==> config.mk <==
export PLATFORM = sky130hd
export DESIGN_NAME = rf_writeback
export DESIGN_NICKNAME = d
export VERILOG_FILES = /design/src/rtl/rf_wb_pkg.sv /design/src/rtl/wb_fifo.sv /design/src/rtl/rf_writeback.sv
export SDC_FILE = /design/constraint.sdc
export NUM_CORES = 1
export LEC_CHECK = 0
export CORE_MARGIN = 2
export CORE_UTILIZATION = 28
export DETAILED_ROUTE_END_ITERATION = 8
export SETUP_SLACK_MARGIN = 0.5
export SYNTH_ARGS = -nofsm -noshare
export SYNTH_HDL_FRONTEND = slang
export SYNTH_SLANG_ARGS = --single-unit
==> constraint.sdc <==
create_clock -name clk -period 2.54 [get_ports clk]
set_clock_uncertainty 0.05 [all_clocks]
set_input_delay 0.508 -clock clk [delete_from_list [all_inputs] [get_ports clk]]
set_output_delay 0.508 -clock clk [all_outputs]
set_load 0.02 [all_outputs]
==> src/rtl/rf_wb_pkg.sv <==
// Shared types for the register-file write-back stage: result word, source tag
// and the register-address-to-mask helper used by the hazard logic.
package rf_wb_pkg;
  localparam int DW = 8;
  localparam int AW = 2;
  localparam int NREG = 1 << AW;

  typedef struct packed {
    logic [AW-1:0] rd;
    logic [DW-1:0] data;
  } wb_req_t;

  typedef enum logic {SRC_ALU, SRC_LD} wb_src_e;

  function automatic logic [NREG-1:0] rd_bit(input logic [AW-1:0] rd);
    rd_bit = '0;
    rd_bit[rd] = 1'b1;
  endfunction
endpackage

==> src/rtl/wb_fifo.sv <==
// Small per-producer result FIFO; also exposes which slots are occupied and the
// destination register held in each slot so the top can build the pending mask.
module wb_fifo
  import rf_wb_pkg::*;
#(
  parameter int  QDEPTH = 2,
  parameter type T      = wb_req_t
) (
  input  logic                       clk,
  input  logic                       rst_n,
  input  logic                       push,
  input  T                           din,
  input  logic                       pop,
  output logic                       full,
  output logic                       empty,
  output T                           head,
  output logic [QDEPTH-1:0]          vld,
  output logic [QDEPTH-1:0][AW-1:0]  ent_rd
);
  localparam int PW = $clog2(QDEPTH);

  logic [PW-1:0]       wptr_q, rptr_q;
  logic [PW:0]         cnt_q;
  T [QDEPTH-1:0]       mem_q;
  logic                do_push, do_pop;

  assign full    = (cnt_q == (PW+1)'(QDEPTH));
  assign empty   = (cnt_q == '0);
  assign do_push = push && !full;
  assign do_pop  = pop && !empty;
  assign head    = mem_q[rptr_q];

  always_ff @(posedge clk or negedge rst_n) begin
    if (!rst_n) begin
      wptr_q <= '0;
      rptr_q <= '0;
      cnt_q  <= '0;
      mem_q  <= '0;
    end else begin
      if (do_push) begin
        mem_q[wptr_q] <= din;
        wptr_q        <= wptr_q + PW'(1);
      end
      if (do_pop) rptr_q <= rptr_q + PW'(1);
      case ({do_push, do_pop})
        2'b10:   cnt_q <= cnt_q + (PW+1)'(1);
        2'b01:   cnt_q <= cnt_q - (PW+1)'(1);
        default: cnt_q <= cnt_q;
      endcase
    end
  end

  // A slot is live when its distance from the read pointer is below the count.
  always_comb begin
    logic [PW-1:0] off;
    vld = '0;
    for (int i = 0; i < QDEPTH; i++) begin
      off       = PW'(i) - rptr_q;
      vld[i]    = ({1'b0, off} < cnt_q);
      ent_rd[i] = mem_q[i].rd;
    end
  end
endmodule

==> src/rtl/rf_writeback.sv <==
// Write-back stage: queues ALU and load results, arbitrates ALU-first with a
// starvation limit for loads, and drives the register-file write port.
module rf_writeback
  import rf_wb_pkg::*;
#(
  parameter int QDEPTH     = 2,
  parameter int STARVE_MAX = 3
) (
  input  logic            clk,
  input  logic            rst_n,
  input  logic            alu_valid,
  output logic            alu_ready,
  input  logic [AW-1:0]   alu_rd,
  input  logic [DW-1:0]   alu_data,
  input  logic            ld_valid,
  output logic            ld_ready,
  input  logic [AW-1:0]   ld_rd,
  input  logic [DW-1:0]   ld_data,
  output logic            rf_we,
  output logic [AW-1:0]   rf_ptr_w,
  output logic [DW-1:0]   rf_di,
  output logic [NREG-1:0] pend_mask,
  output logic            busy
);
  localparam int SW = $clog2(STARVE_MAX + 1);

  wb_req_t                    alu_head, ld_head, win;
  logic                       alu_full, alu_empty, ld_full, ld_empty;
  logic                       alu_pop, ld_pop, wr_d;
  logic [QDEPTH-1:0]          alu_vld, ld_vld;
  logic [QDEPTH-1:0][AW-1:0]  alu_ent, ld_ent;
  wb_src_e                    src;
  logic [SW-1:0]              starve_q, starve_d;
  logic                       rf_we_q;
  logic [AW-1:0]              rf_ptr_q;
  logic [DW-1:0]              rf_di_q;
  logic [NREG-1:0]            pend;

  assign alu_ready = !alu_full && rst_n;
  assign ld_ready  = !ld_full && rst_n;

  wb_fifo #(.QDEPTH(QDEPTH), .T(wb_req_t)) u_alu_q (
    .clk(clk), .rst_n(rst_n),
    .push(alu_valid && alu_ready), .din('{rd: alu_rd, data: alu_data}),
    .pop(alu_pop), .full(alu_full), .empty(alu_empty), .head(alu_head),
    .vld(alu_vld), .ent_rd(alu_ent)
  );

  wb_fifo #(.QDEPTH(QDEPTH), .T(wb_req_t)) u_ld_q (
    .clk(clk), .rst_n(rst_n),
    .push(ld_valid && ld_ready), .din('{rd: ld_rd, data: ld_data}),
    .pop(ld_pop), .full(ld_full), .empty(ld_empty), .head(ld_head),
    .vld(ld_vld), .ent_rd(ld_ent)
  );

  // Loads win only when the ALU is idle or has used up its starvation budget.
  always_comb begin
    alu_pop  = 1'b0;
    ld_pop   = 1'b0;
    src      = SRC_ALU;
    starve_d = starve_q;
    if (!ld_empty && (alu_empty || starve_q == SW'(STARVE_MAX))) begin
      ld_pop = 1'b1;
      src    = SRC_LD;
    end else if (!alu_empty) begin
      alu_pop = 1'b1;
    end
    if (ld_empty || ld_pop) starve_d = '0;
    else if (alu_pop)       starve_d = starve_q + SW'(1);
  end

  assign wr_d = alu_pop || ld_pop;
  assign win  = (src == SRC_LD) ? ld_head : alu_head;

  always_ff @(posedge clk or negedge rst_n) begin
    if (!rst_n) begin
      rf_we_q  <= 1'b0;
      rf_ptr_q <= '0;
      rf_di_q  <= '0;
      starve_q <= '0;
    end else begin
      rf_we_q  <= wr_d;
      starve_q <= starve_d;
      if (wr_d) begin
        rf_ptr_q <= win.rd;
        rf_di_q  <= win.data;
      end
    end
  end

  always_comb begin
    pend = '0;
    for (int i = 0; i < QDEPTH; i++) begin
      if (alu_vld[i]) pend = pend | rd_bit(alu_ent[i]);
      if (ld_vld[i])  pend = pend | rd_bit(ld_ent[i]);
    end
    if (rf_we_q) pend = pend | rd_bit(rf_ptr_q);
  end

  assign rf_we     = rf_we_q;
  assign rf_ptr_w  = rf_ptr_q;
  assign rf_di     = rf_di_q;
  assign pend_mask = pend;
  assign busy      = |pend;

  // The decoder's hazard stall guarantees distinct targets at the two heads.
  a_heads_distinct: assert property (@(posedge clk) disable iff (!rst_n)
    !(!alu_empty && !ld_empty && alu_head.rd == ld_head.rd));
endmodule

==> flow_metrics.py, run 1 <==
metrics = {
    "finish": {
        "drive_above_1_share": 0.269,
        "multi_input_area_um2": 1290,
        "final_common_cell": "dfrtp_1",
        "final_cell_mix": "59 x dfrtp_1, 35 x mux2_1, 32 x clkdlybuf4s50_1, 27 x buf_4, 21 x nand2_1",
        "design_area_um2": 3790,
        "nNetsFinal": 340,
        "area_delta_synth_final_pct": 32.3,
        "final_cells": 449,
        "seqCellArea_um2": 1530,
        "fillers": 937,
        "antennaDiodeCount": 0,
    },
    "place": {
        "hpwl_um": 4770,
        "gp_congestion": 0.811,
        "place_ws_ns": -0.290,
        "place_area_um2": 3620,
        "placed_cells": 434,
        "port_buffers": 41,
    },
    "global_routing": {
        "grt_max_degree": 57,
        "antenna_found_initial": 0,
        "grt_overflow": 0,
        "grt_pass1_vias": 2147,
        "grtUsageTotal": 0.121,
        "grt_first_pass_wirelength_um": 10400,
    },
    "synthesis": {
        "synth_top_cell_area_share": 0.532,
        "ys.flop_type": "dfrtp_1",
        "synth.distinct_cells": 38,
        "yosys_warnings": 0,
        "synth_cells": 243,
        "synth_top_area_cell": "dfrtp_1",
        "synth_edf_count": 0,
        "async_reset_ff_frac": 1.00,
        "ys_seq_area_frac": 0.532,
        "syn_area_per_cell_um2": 11.8,
        "ys_seq_elements": 61,
        "ys_top_cells_by_area": "dfrtp_1 53%, mux2_1 14%, mux2_2 5.5%, mux2i_1 3.5%, nand2_1 2.7%",
        "syn-cell-area_um2": 2870,
        "synth_nets": 270,
    },
    "critical_path": {
        "worstPathBufferInverterCount": 1,
        "cp_max_fo": 4,
        "crit_slowest_cell": "or4b_4",
        "required_ns": 1.98,
        "start_kind": "flip-flop",
        "worstSetupEndpointType": "output pin",
        "worstSetupPathType": "reg2out",
        "arrival_ns": 2.23,
        "cp_cell_sequence": "a21oi_2, o32ai_1, or4b_4, or4_4, buf_6",
        "slowest_delay_ns": 0.53,
        "critPathTopFamily": "simple AND/OR/NAND/NOR gates",
    },
    "route": {
        "ant_nets": 0,
        "routedWlPerCell_um": 14.0,
        "avgViaCountPerCell": 4.54,
        "wl_met2_um": 3160,
        "drt-initial-drc-count": 46,
        "routed-wl-met3_um": 182,
        "drt_wl_total_um": 6300,
        "drc": 0,
        "drt_first_pass_iters": 4,
        "vias": 2037,
        "top_layer": "met4",
        "wl_met1_um": 2870,
    },
    "timing": {
        "rsz0062_at_grt": "true",
        "max_clock_freq_mhz": 359,
        "tightest_slew_ns": 0.699,
        "post-route-period-util": 1.10,
        "finalHoldViolCount": 0,
        "setup_ws_ns": -0.244,
        "layout_min_cycle_time_ns": 2.78,
        "relSlewSlack": 0.534,
        "slew_viol_final": 0,
        "finalSetupViolCount": 1,
        "tns_ns": -0.244,
        "fin_hold_ws_ns": 0.317,
    },
    "die": {
        "core_um2": 9860,
        "start_util": 0.291,
        "die_y_um": 105,
        "ios": 42,
        "dieArea_um2": 11100,
        "core.rowCount": 36,
        "die_x_um": 105,
    },
    "clocking": {
        "cts_buffers": 9,
        "cts_setup_buffers": 0,
        "numClockSinks": 61,
        "cts_tree": "yes",
        "cts_root_buffer": "clkbuf_8",
        "htree_num_levels": 3,
        "insertion_delay_ns": 0.34,
        "clockBufferDepth": 2,
        "clk_pin_slew_ns": 0.07,
    },
    "power": {
        "pwr-share-comb": 0.515,
        "p_seq_frac": 0.346,
        "internal_power_mw": 3.26,
        "irDropWorstVdd_mv": 0.332,
        "swShare": 0.380,
        "clkPwrFrac": 0.139,
        "p_switching_mw": 1.99,
        "cellLeakagePower_nw": 1.63,
        "p_per_area_nw_per_um2": 1380,
    },
    "job": {
        "maxCapViolCount": 0,
    },
    "run_status": {
        "outcome": "finished with violations",
        "violations": "negative setup slack",
    },
    "hold_path": {
        "hold_path.class": "in2async",
    },
}
==> synth_stat cells, types with 2 or more instances <==
master    instances
a21oi_2           3
xor2_1            2
mux2i_1          10
clkbuf_1          5
or4_1             2
o32ai_1           3
inv_2             6
nor3_1            3
mux2_1           35
o22ai_1           2
dfrtp_1          61
a21boi_1          2
nand2b_1          2
xnor2_1           6
inv_1             3
nand3_1           4
nor2_1           15
o21ai_1          10
a21oi_1          10
or2_1             2
nand2_1          21
nor3b_1           3
mux2_2           14
ha_1              3
buf_2             3
==> stage by stage <==
step	utilization	total power, mW
2_1_floorplan	-	3.52
5_1_grt	0.385	5.64
3_5_place_dp	0.367	4.58
6_report	0.385	5.25
4_1_cts	0.385	5.31
3_3_place_gp	0.367	4.51
==> power by group through the flow <==
stage	combinational [mW]	sequential, mW	clock [mW]
6_report	2.70	1.82	0.732
3_3_place_gp	2.71	1.79	0
2_1_floorplan	1.67	1.85	0
3_5_place_dp	2.74	1.83	0
5_1_grt	2.96	1.89	0.789
4_1_cts	2.74	1.82	0.753
==> sequential cells by signal, indices dropped and copies added (netlist names) <==
register and count:
starve_q 2, rf_ptr_w 2, u_ld_q.wptr_q 1, u_alu_q.ent_rd 4, u_alu_q.wptr_q 1, rf_di 8
u_ld_q.cnt_q 2, u_ld_q.rptr_q 1, u_alu_q.mem_q 16, rf_we 1, u_alu_q.cnt_q 2, u_ld_q.ent_rd 4
u_ld_q.mem_q 16, u_alu_q.rptr_q 1
==> metal layers <==
metal	track usage	vias to the layer above
li1	-	992
met1	0.147	1015
met2	0.198	25
met3	0.0306	5
met4	0.0629	0
met5	0	-
==> cell type report <==
class                   instances  area share
multi-input cells             163       0.341
well taps                     133      0.0439
inverters                       9     0.00891
clock inverters                 4     0.00693
repair buffers                 69       0.160
clock buffers                  10      0.0363
flip-flops and latches         61       0.403
==> what timing repair did <==
| action | in CTS | in global routing |
|---|---|---|
| pin swaps | 2 | 2 |
| hold buffers | 1 | 0 |
| endpoints found under the hold margin | 5 | 0 |
| endpoints found under the setup margin | 23 | 27 |
| resized for setup | 35 | 6 |
==> path summary, 6_finish.rpt <==
kind	slack, ns	depth (start not counted)	endpoint	startpoint
setup / recovery	-0.24	5	busy	u_alu_q.cnt_q[1]$_DFFE_PN0P_
hold reg to reg	0.40	1	starve_q[0]$_DFFE_PN0P_	starve_q[0]$_DFFE_PN0P_
hold / removal	0.32	2	u_ld_q.cnt_q[1]$_DFFE_PN0P_	rst_n
min in group clk	0.40	1	starve_q[0]$_DFFE_PN0P_	starve_q[0]$_DFFE_PN0P_
setup reg to reg	0.62	6	u_alu_q.mem_q[5]$_DFFE_PN0P_	u_alu_q.cnt_q[0]$_DFFE_PN0P_
max in group asynchronous	1.61	2	u_alu_q.cnt_q[0]$_DFFE_PN0P_	rst_n
==> cells by family (layout without fill, tap and decap cells) <==
kind of cell,Yosys count,count (layout),synth area share
adder cells (fa/ha/maj),3,3,0.0131
flip-flops,61,61,0.532
buffers and inverters,19,92,0.0275
AO/OA/AOI/OAI,34,34,0.0729
XOR/XNOR,8,8,0.0244
multiplexers,59,59,0.227
AND/OR/NAND/NOR,59,59,0.103
Power figures use the tool's default switching activity.
==> run 2, diff against run 1 <==
--- a/config.mk
+++ b/config.mk
@@ -9,6 +9,7 @@
 export CORE_UTILIZATION = 28
 export DETAILED_ROUTE_END_ITERATION = 8
 export SETUP_SLACK_MARGIN = 0.5
+export SKIP_CTS_REPAIR_TIMING = 1
 export SYNTH_ARGS = -nofsm -noshare
 export SYNTH_HDL_FRONTEND = slang
 export SYNTH_SLANG_ARGS = --single-unit
==> constraint.sdc (replaced) <==
create_clock -name clk -period 2.8 [get_ports clk]
set_clock_uncertainty 0.05 [all_clocks]
set_input_delay 0.56 -clock clk [delete_from_list [all_inputs] [get_ports clk]]
set_output_delay 0.56 -clock clk [all_outputs]
set_load 0.02 [all_outputs]
==> run 2 against run 1 <==
  * The flow still finishes with violations (negative setup slack)
  * Register-to-register slack gained 0.08 ns
  * Non-clock buffer count shrank 7
  * Combinational power shrank 14%
  * Clock power grew 1%
  * Via count shrank 3.9%
  * Routed wire length shrank 3.6%
  * Total power shrank 10%
  * Global-route usage shrank 0.10 points
  * Sequential share of layout area grew 0.24 points
  * First-iteration DRC count grew 15%
  * Final cell count shrank 1.1%
  * Critical path type unchanged
  * Critical endpoint unchanged
  * Largest cell class unchanged
  * Highest routed layer unchanged
==> flow_metrics.py, run 2 (synthesis gave the netlist of run 1 again) <==
metrics = {
    "place": {
        "place_ws_ns": -0.110,
        "gp_congestion": 0.824,
        "placed_cells": 426,
        "port_buffers": 41,
        "hpwl_um": 4660,
    },
    "die": {
        "core_um2": 9860,
        "ios": 42,
        "die_y_um": 105,
        "core.rowCount": 36,
        "dieArea_um2": 11100,
        "start_util": 0.291,
        "die_x_um": 105,
    },
    "route": {
        "ant_nets": 0,
        "wl_met1_um": 3000,
        "drt_wl_total_um": 6070,
        "top_layer": "met4",
        "routed-wl-met3_um": 163,
        "drt-initial-drc-count": 53,
        "drt_first_pass_iters": 4,
        "drc": 0,
        "wl_met2_um": 2810,
        "avgViaCountPerCell": 4.41,
        "vias": 1958,
        "routedWlPerCell_um": 13.7,
    },
    "clocking": {
        "clk_pin_slew_ns": 0.07,
        "clockBufferDepth": 2,
        "cts_root_buffer": "clkbuf_8",
        "insertion_delay_ns": 0.33,
        "numClockSinks": 61,
        "cts_buffers": 9,
        "htree_num_levels": 3,
        "cts_tree": "yes",
    },
    "critical_path": {
        "r2r-end": "u_alu_q.cnt_q[1]$_DFFE_PN0P_",
        "cp_cell_sequence": "a21oi_4, nor3_2, or4_4, or4_4, buf_6",
        "crit_top_cell": "or4_4",
        "reg2reg_depth": 9,
        "start_kind": "flip-flop",
        "arrival_ns": 2.21,
        "r2r_slack_ns": 0.70,
        "required_ns": 2.19,
        "worstPathBufferInverterCount": 1,
        "slowest_delay_ns": 0.54,
        "worstSetupPathType": "reg2out",
        "r2r-start": "u_alu_q.cnt_q[1]$_DFFE_PN0P_",
        "cp_max_fo": 3,
        "critPathTopFamily": "simple AND/OR/NAND/NOR gates",
        "crit_slowest_cell": "or4_4",
        "worstSetupEndpointType": "output pin",
    },
    "finish": {
        "final_common_cell": "dfrtp_1",
        "final_cell_mix": "59 x dfrtp_1, 35 x mux2_1, 33 x clkdlybuf4s50_1, 21 x nand2_1, 21 x buf_4",
        "fillers": 972,
        "area_delta_synth_final_pct": 31.5,
        "final_cells": 444,
        "nNetsFinal": 333,
        "seqCellArea_um2": 1530,
        "antennaDiodeCount": 0,
        "drive_above_1_share": 0.232,
        "multi_input_area_um2": 1290,
    },
    "timing": {
        "max_clock_freq_mhz": 354,
        "finalHoldViolCount": 0,
        "layout_min_cycle_time_ns": 2.82,
        "tightest_slew_ns": 0.649,
        "setup_ws_ns": -0.0220,
        "slew_viol_final": 0,
        "rsz0062_at_grt": "true",
        "post-route-period-util": 1.01,
        "finalSetupViolCount": 1,
        "relSlewSlack": 0.564,
    },
    "job": {
        "maxCapViolCount": 0,
    },
    "global_routing": {
        "grtUsageTotal": 0.120,
        "grt_pass1_vias": 2056,
        "grt_max_degree": 37,
        "antenna_found_initial": 0,
        "grt_first_pass_wirelength_um": 10400,
        "grt_overflow": 0,
    },
    "power": {
        "cellLeakagePower_nw": 1.63,
        "irDropWorstVdd_mv": 0.294,
        "p_per_area_nw_per_um2": 1250,
    },
    "hold_path": {
        "hold_path.class": "in2async",
    },
    "run_status": {
        "violations": "negative setup slack",
        "outcome": "finished with violations",
    },
}
-- run 2: changes by cell type in the layout (fill, tap and decap cells not counted), sizes merged --
cell | previous run | this run
buf | 34 | 25
dlymetal6s2s | 0 | 3
bufinv | 0 | 1
clkbuf | 10 | 11
clkdlybuf4s15 | 1 | 0
clkdlybuf4s50 | 32 | 33
clkinvlp | 1 | 2
dlygate4sd2 | 1 | 0
dlygate4sd3 | 1 | 0
-- run 2: report_power, final --
group | internal, mW | switching (mW) | leakage [nW]
Sequential | 1.34 | 0.317 | 0.726
Clock | 0.409 | 0.333 | 0.0923
Combinational | 1.19 | 1.13 | 0.817
-- run 2: area by class of cell --
cell class / instances / share of cell area
Inverter: 9 / 0.00896
Clock buffer: 10 / 0.0338
Timing Repair Buffer: 62 / 0.148
Sequential cell: 61 / 0.405
Tap cell: 133 / 0.0441
Clock inverter: 6 / 0.0169
Multi-Input combinational cell: 163 / 0.343
-- run 2: worst max-delay path by stage --
stage,start,to,depth (start not counted),slack (ns)
after global routing,u_alu_q.cnt_q[0]$_DFFE_PN0P_,busy,5,-0.11
final,u_alu_q.cnt_q[0]$_DFFE_PN0P_,busy,5,-0.02
after CTS,u_alu_q.rptr_q$_DFFE_PN0P_,busy,6,-0.48
after global placement,u_alu_q.rptr_q$_DFFE_PN0P_,busy,6,-0.08
after floorplan,u_ld_q.cnt_q[0]$_DFFE_PN0P_,busy,5,0.35
after detailed placement,u_alu_q.rptr_q$_DFFE_PN0P_,busy,6,-0.11
-- run 2: stage by stage --
step | cell area, µm² | hold WS [ns] | setup TNS (ns) | util | total power [mW]
3_5_place_dp | 3560 | 0.392 | -0.110 | 0.360 | 4.03
6_report | 3770 | 0.256 | -0.0220 | 0.382 | 4.72
2_1_floorplan | 2900 | 0.214 | 0 | - | 3.19
4_1_cts | 3750 | 0.260 | -0.478 | 0.380 | 4.79
5_1_grt | 3770 | 0.275 | -0.113 | 0.382 | 5.09
3_3_place_gp | 3560 | 0.386 | -0.0771 | 0.360 | 3.96
-- run 2: worst reg2reg max path: stages (launching register included) --
cell and delay (ns):
dfrtp_1 0.47, buf_4 0.18, nor2_1 0.08, o22ai_1 0.11, buf_4 0.28, inv_2 0.08, nor2_1 0.20, ha_1 0.29
nor2_1 0.14, xor2_1 0.15
-- run 2: routing by layer --
layer | GRT usage | vias to the layer above
met4 | 0.0571 | 0
met3 | 0.0293 | 8
met5 | 0 | -
li1 | - | 986
met2 | 0.184 | 26
met1 | 0.158 | 938
==> run 3, diff against run 2 <==
--- a/config.mk
+++ b/config.mk
@@ -7,6 +7,7 @@
 export LEC_CHECK = 0
 export CORE_MARGIN = 2
 export CORE_UTILIZATION = 28
+export CTS_CLUSTER_DIAMETER = 200
 export DETAILED_ROUTE_END_ITERATION = 8
 export SETUP_SLACK_MARGIN = 0.5
 export SKIP_CTS_REPAIR_TIMING = 1
==> results of run 3 <==
No change in the layout: final DEF, timing and power equal those of run 2.
